File: config.mk
export PLATFORM = sky130hd
export DESIGN_NAME = alu_ctrl_seq
export DESIGN_NICKNAME = d
export VERILOG_FILES = /design/src/rtl/alu_ctrl_seq.sv
export SDC_FILE = /design/constraint.sdc
export NUM_CORES = 1
export LEC_CHECK = 0
export ABC_AREA = 1
export CORE_MARGIN = 5
export CORE_UTILIZATION = 35
export CTS_CLUSTER_DIAMETER = 40
export DETAILED_ROUTE_END_ITERATION = 7
export HOLD_SLACK_MARGIN = 0.08
export PLACE_DENSITY = 0.89
export SYNTH_ARGS = -nofsm -noshare
export SYNTH_HDL_FRONTEND = slang
export SYNTH_SLANG_ARGS = --single-unit
File: constraint.sdc
create_clock -name clk -period 5.65 [get_ports clk]
set_input_delay 1.695 -clock clk [delete_from_list [all_inputs] [get_ports clk]]
set_output_delay 1.695 -clock clk [all_outputs]
set_load 0.005 [all_outputs]
File: src/rtl/alu_ctrl_seq.sv
//------------------------------------------------------------------------------
// Module   : alu_ctrl_seq
// Purpose  : Hardwired fetch/execute control sequencer for an ALU datapath.
// Revision : 1.0  initial release
//------------------------------------------------------------------------------
`default_nettype none

module alu_ctrl_seq (
    input  logic        clk,
    input  logic        clr,
    input  logic        run,
    input  logic [31:0] ir,
    output logic        pc_out,
    output logic        pc_increment,
    output logic        pc_in,
    output logic        mar_in,
    output logic        read,
    output logic        mdr_in,
    output logic        mdr_out,
    output logic        ir_in,
    output logic        y_in,
    output logic        zhigh_in,
    output logic        zlow_in,
    output logic        zhigh_out,
    output logic        zlow_out,
    output logic        hi_in,
    output logic        lo_in,
    output logic [4:0]  op_code,
    output logic [15:0] rin_sel,
    output logic [15:0] rout_sel,
    output logic        done,
    output logic        illegal
);

    typedef enum logic [3:0] {
        S_IDLE = 4'd0,
        S_T0   = 4'd1,
        S_T1   = 4'd2,
        S_T2   = 4'd3,
        S_T3   = 4'd4,
        S_T4   = 4'd5,
        S_T5   = 4'd6,
        S_T6   = 4'd7,
        S_DONE = 4'd8
    } state_t;

    state_t state_q, state_d;

    logic [4:0] w_op;
    logic [3:0] w_ra, w_rb, w_rc;
    logic       w_three, w_wide, w_two;
    logic       w_unused_ir;

    assign w_op        = ir[31:27];
    assign w_ra        = ir[26:23];
    assign w_rb        = ir[22:19];
    assign w_rc        = ir[18:15];
    assign w_unused_ir = ^ir[14:0];

    assign w_three = (w_op <= 5'b01000);
    assign w_wide  = (w_op == 5'b01111) || (w_op == 5'b10000);
    assign w_two   = (w_op == 5'b10001) || (w_op == 5'b10010);

    always_ff @(posedge clk or negedge clr) begin
        if (!clr) begin
            state_q <= S_IDLE;
        end else begin
            state_q <= state_d;
        end
    end

    always_comb begin
        state_d      = state_q;
        pc_out       = 1'b0;
        pc_increment = 1'b0;
        pc_in        = 1'b0;
        mar_in       = 1'b0;
        read         = 1'b0;
        mdr_in       = 1'b0;
        mdr_out      = 1'b0;
        ir_in        = 1'b0;
        y_in         = 1'b0;
        zhigh_in     = 1'b0;
        zlow_in      = 1'b0;
        zhigh_out    = 1'b0;
        zlow_out     = 1'b0;
        hi_in        = 1'b0;
        lo_in        = 1'b0;
        op_code      = 5'b00000;
        rin_sel      = 16'h0000;
        rout_sel     = 16'h0000;
        done         = 1'b0;
        illegal      = 1'b0;

        case (state_q)
            S_IDLE: begin
                if (run) state_d = S_T0;
            end
            S_T0: begin
                pc_out       = 1'b1;
                pc_increment = 1'b1;
                mar_in       = 1'b1;
                zlow_in      = 1'b1;
                zhigh_in     = 1'b1;
                state_d      = S_T1;
            end
            S_T1: begin
                zlow_out = 1'b1;
                pc_in    = 1'b1;
                read     = 1'b1;
                mdr_in   = 1'b1;
                state_d  = S_T2;
            end
            S_T2: begin
                mdr_out = 1'b1;
                ir_in   = 1'b1;
                state_d = S_T3;
            end
            // IR is loaded at the end of T2, so decode starts here.
            S_T3: begin
                if (w_three || w_wide) begin
                    rout_sel = 16'h0001 << w_rb;
                    y_in     = 1'b1;
                    state_d  = S_T4;
                end else if (w_two) begin
                    rout_sel = 16'h0001 << w_rb;
                    op_code  = w_op;
                    zlow_in  = 1'b1;
                    zhigh_in = 1'b1;
                    state_d  = S_T4;
                end else begin
                    illegal  = 1'b1;
                    state_d  = S_IDLE;
                end
            end
            S_T4: begin
                if (w_two) begin
                    zlow_out = 1'b1;
                    rin_sel  = 16'h0001 << w_ra;
                    state_d  = S_DONE;
                end else begin
                    rout_sel = 16'h0001 << w_rc;
                    op_code  = w_op;
                    zlow_in  = 1'b1;
                    zhigh_in = 1'b1;
                    state_d  = S_T5;
                end
            end
            S_T5: begin
                zlow_out = 1'b1;
                if (w_wide) begin
                    lo_in   = 1'b1;
                    state_d = S_T6;
                end else begin
                    rin_sel = 16'h0001 << w_ra;
                    state_d = S_DONE;
                end
            end
            S_T6: begin
                zhigh_out = 1'b1;
                hi_in     = 1'b1;
                state_d   = S_DONE;
            end
            S_DONE: begin
                done    = 1'b1;
                state_d = run ? S_T0 : S_IDLE;
            end
            default: begin
                state_d = S_IDLE;
            end
        endcase
    end

endmodule

`default_nettype wire

==> flow_metrics.tcl <==
set metrics [dict create \
    status "finished, final reports clean" \
    num-nets-final 319 \
    dp.cells 310 \
    max-vdd-ir-drop_v 0.000197 \
    placeableCoreArea_um2 2780 \
    ys_seq_elements 4 \
    vias 1559 \
    synth_top_area_share_pct 22.3 \
    pwr_density_cell_nw_per_um2 187 \
    drt_pass1_iterations 4 \
    floorplan.die_area_um2 4120 \
    type_of_destination_of_the_critical_path "output port" \
    gpl.final_weighted_congestion 0.871 \
    leakagePower_uw 0.000868 \
    syn-num-nets 251 \
    gate_family_responsible_for_the_most_delay_along_the_worst_path "buffers and inverters" \
    avgRoutedWirePerCell_um 11.6 \
    design.portCount 89 \
    worstPathBufferInverterCount 4 \
    fraction_of_the_yosys_area_taken_by_sequential_cells_pct 9.74 \
    clk_latency_ps 230 \
    grt_first_pass_wirelength_mm 5.87 \
    first_global_vias 1395 \
    tightest_slew_ps 512 \
    largest_registers "state_q: 4 flops" \
    clock_power_share_pct 10.5 \
    slew_headroom_pct 65.6 \
    cts_repair_resize_count 0 \
    syn-cell-area_um2 1030 \
    total_switching_power_uw 140 \
    postSynthAreaPerCell_um2 4.76 \
    antenna_found_initial 0 \
    cts.htree.levels 1 \
    tritoncts "yes" \
    final.min_clock_period_ps 5400 \
    worst_clock_skew_ps 0.712 \
    switching_power_as_a_share_of_total_power_pct 42.6 \
    seq_power_share_pct 16.8 \
    finalNonFillerCells 313 \
    worstPathRequired_ps 3950 \
    timing.critical_path.arrival_ps 3710 \
    yosysTopAreaCell "sky130_fd_sc_hd__nand2_1" \
    synth_cells 216 \
    grt.total_usage_pct 16.8 \
    worstPathMaxFanout 5 \
    area_overhead_of_the_layout_relative_to_synthesis_pct 71.1 \
    unrepaired_setup_endpoints_after_global_routing "no" \
    multiInputGateArea_um2 749 \
    routed_via_density 4.98 \
    finalWirelength_mm 3.62 \
    startpoint_type "input pin" \
    netlist-cell-type-count 19 \
    totalNegativeSetupSlack_ps 0 \
    timing.final.setup_violations 0 \
    max-cap-violations 0 \
    post-route-period-util_pct 95.6 \
    cts_setup_buffers 0 \
    total_overflow_reported_by_the_global_router 0 \
    ys_warn_count 0 \
    most_frequent_cell_on_critical_path "sky130_fd_sc_hd__nand2_1" \
    cpPeakStageDelay_ps 500 \
    grt_max_degree 19 \
    critical_path.cell_chain "clkdlybuf4s50_1 > inv_1 > nand2_1 > nand2_1 > nor2_1 > inv_1 > nand2_1 > nand2_1 > or2_2 > clkdlybuf4s50_1" \
    comb_power_share_pct 72.7 \
    antennaDiodeCount 0 \
    final_layout_size_suffix_gt1_share_pct 4.26 \
    criticalPathCategory "input pin to output port" \
    maxSlewViolCount 0 \
    hold_viol 0 \
    dp_hpwl_mm 3.12 \
    drtAntennaViolNets 0 \
    initial_utilization_pct 36.9 \
    first_iter_violations 86 \
    largest_register "state_q" \
    achievable-frequency_mhz 185 \
    drt_drc_violations_left 0 \
    die_height_um 64.2 \
    worst_path_max_delay_cell "sky130_fd_sc_hd__clkdlybuf4s50_1" \
    die_x_um 64.2 \
    hold_fix_buffers_at_cts 0 \
    n_fill_cell 275 \
    clk_pin_slew_ps 40 \
    max_reg_flops 4 \
    std_cell_rows 19 \
    io_buffer_count 73 \
    cts.root.buffer_cell "sky130_fd_sc_hd__clkbuf_4" \
    internal-power_uw 189 \
    cts_max_path_buffers 2 \
    timing.hold.worst.class "register to register" \
    reg_area_um2 100 \
    netlist_top_cells_area "sky130_fd_sc_hd__nand2_1, sky130_fd_sc_hd__nor2_1, sky130_fd_sc_hd__nand3_1" \
    numCtsBuffers 3 \
    cts.sink_count 4 \
]
[per-layer routing]
metal	routed length [um]	vias to the layer above	GRT usage, %
met1	1570	679	20.9
li1	-	807	-
met2	1740	65	29.3
met5	0	-	0
met4	87	0	7.12
met3	218	8	1.75
[final cells by class]
| cell class | instances | area share, % |
|---|---|---|
| inverters | 29 | 6.19 |
| well taps | 31 | 2.21 |
| repair buffers | 74 | 42.0 |
| flip-flops and latches | 4 | 5.69 |
| clock buffers | 3 | 1.28 |
| multi-input cells | 172 | 42.6 |
[logic make-up after synthesis]
| kind of cell | synth area share [%] |
|---|---|
| flip-flops | 9.74 |
| buffers and inverters | 17.3 |
| AND/OR/NAND/NOR | 70.4 |
| AO/OA/AOI/OAI | 2.56 |
[per-stage QoR]
stage               total power [uW]  cell area [um2]  util, %  setup slack [ps]  hold slack (ps)
finish                           329             1760     63.2               248              612
global placement                 292             1740     62.4               294              623
global route                     360             1760     63.2               107              671
CTS                              333             1760     63.2               257              617
floorplan                        189             1030        -              1290              570
detailed placement               295             1740     62.4               259              609
[final timing paths]
check,cells after the start,endpoint,start,slack [ps]
worst max-delay path,10,zhigh_in,ir[27],250
worst min-delay path,2,state_q[0],state_q[0],610
worst max register to register,7,state_q[0],state_q[3],4260
worst min register to register,2,state_q[0],state_q[0],610
max in group asynchronous,1,state_q[2],clr,3840
min in group asynchronous,1,state_q[1],clr,1660
[worst reg2reg max path, stage by stage (launching register included)]
cell and delay [ps]:
sky130_fd_sc_hd__dfrtp_1 390, sky130_fd_sc_hd__inv_2 70, sky130_fd_sc_hd__nand2_1 110, sky130_fd_sc_hd__nor3_2 190, sky130_fd_sc_hd__nand2_1 130, sky130_fd_sc_hd__nand2_2 270
sky130_fd_sc_hd__nor2_1 70, sky130_fd_sc_hd__nor2_1 80
[power groups by stage]
stage	sequential (uW)	combinational (uW)	clock (uW)
after detailed placement	55.4	240	0
after CTS	55.0	242	35.8
after floorplan	52.6	137	0
final	55.1	239	34.4
after global placement	55.1	237	0
after global routing	56.7	266	37.7
[Yosys cell counts]
master                     instances
sky130_fd_sc_hd__nand2_1          61
sky130_fd_sc_hd__nor2_1           52
sky130_fd_sc_hd__nand3_1          37
sky130_fd_sc_hd__inv_1            28
sky130_fd_sc_hd__nor3_1           10
sky130_fd_sc_hd__buf_4             7
sky130_fd_sc_hd__dfrtp_1           4
sky130_fd_sc_hd__nor4_1            3
sky130_fd_sc_hd__clkbuf_1          2
sky130_fd_sc_hd__nor3_2            2
sky130_fd_sc_hd__or2_2             2
sky130_fd_sc_hd__a21oi_1           1
sky130_fd_sc_hd__buf_1             1
sky130_fd_sc_hd__buf_2             1
sky130_fd_sc_hd__inv_2             1
sky130_fd_sc_hd__nand2_2           1
sky130_fd_sc_hd__nor2_2            1
sky130_fd_sc_hd__o21ai_0           1
sky130_fd_sc_hd__o21ai_4           1
[layout by cell type, fill, tap and decap left out]
cell type and instances:
sky130_fd_sc_hd__a21oi_1 1, sky130_fd_sc_hd__buf_4 1, sky130_fd_sc_hd__clkbuf_4 3, sky130_fd_sc_hd__clkdlybuf4s50_1 73, sky130_fd_sc_hd__dfrtp_1 4, sky130_fd_sc_hd__inv_1 28, sky130_fd_sc_hd__inv_2 1, sky130_fd_sc_hd__nand2_1 61
sky130_fd_sc_hd__nand2_2 1, sky130_fd_sc_hd__nand3_1 37, sky130_fd_sc_hd__nor2_1 52, sky130_fd_sc_hd__nor2_2 1, sky130_fd_sc_hd__nor3_1 10, sky130_fd_sc_hd__nor3_2 2, sky130_fd_sc_hd__nor4_1 3, sky130_fd_sc_hd__o21ai_0 1
sky130_fd_sc_hd__o21ai_4 1, sky130_fd_sc_hd__or2_2 2
Note: power is estimated with default switching activity, not from simulation.
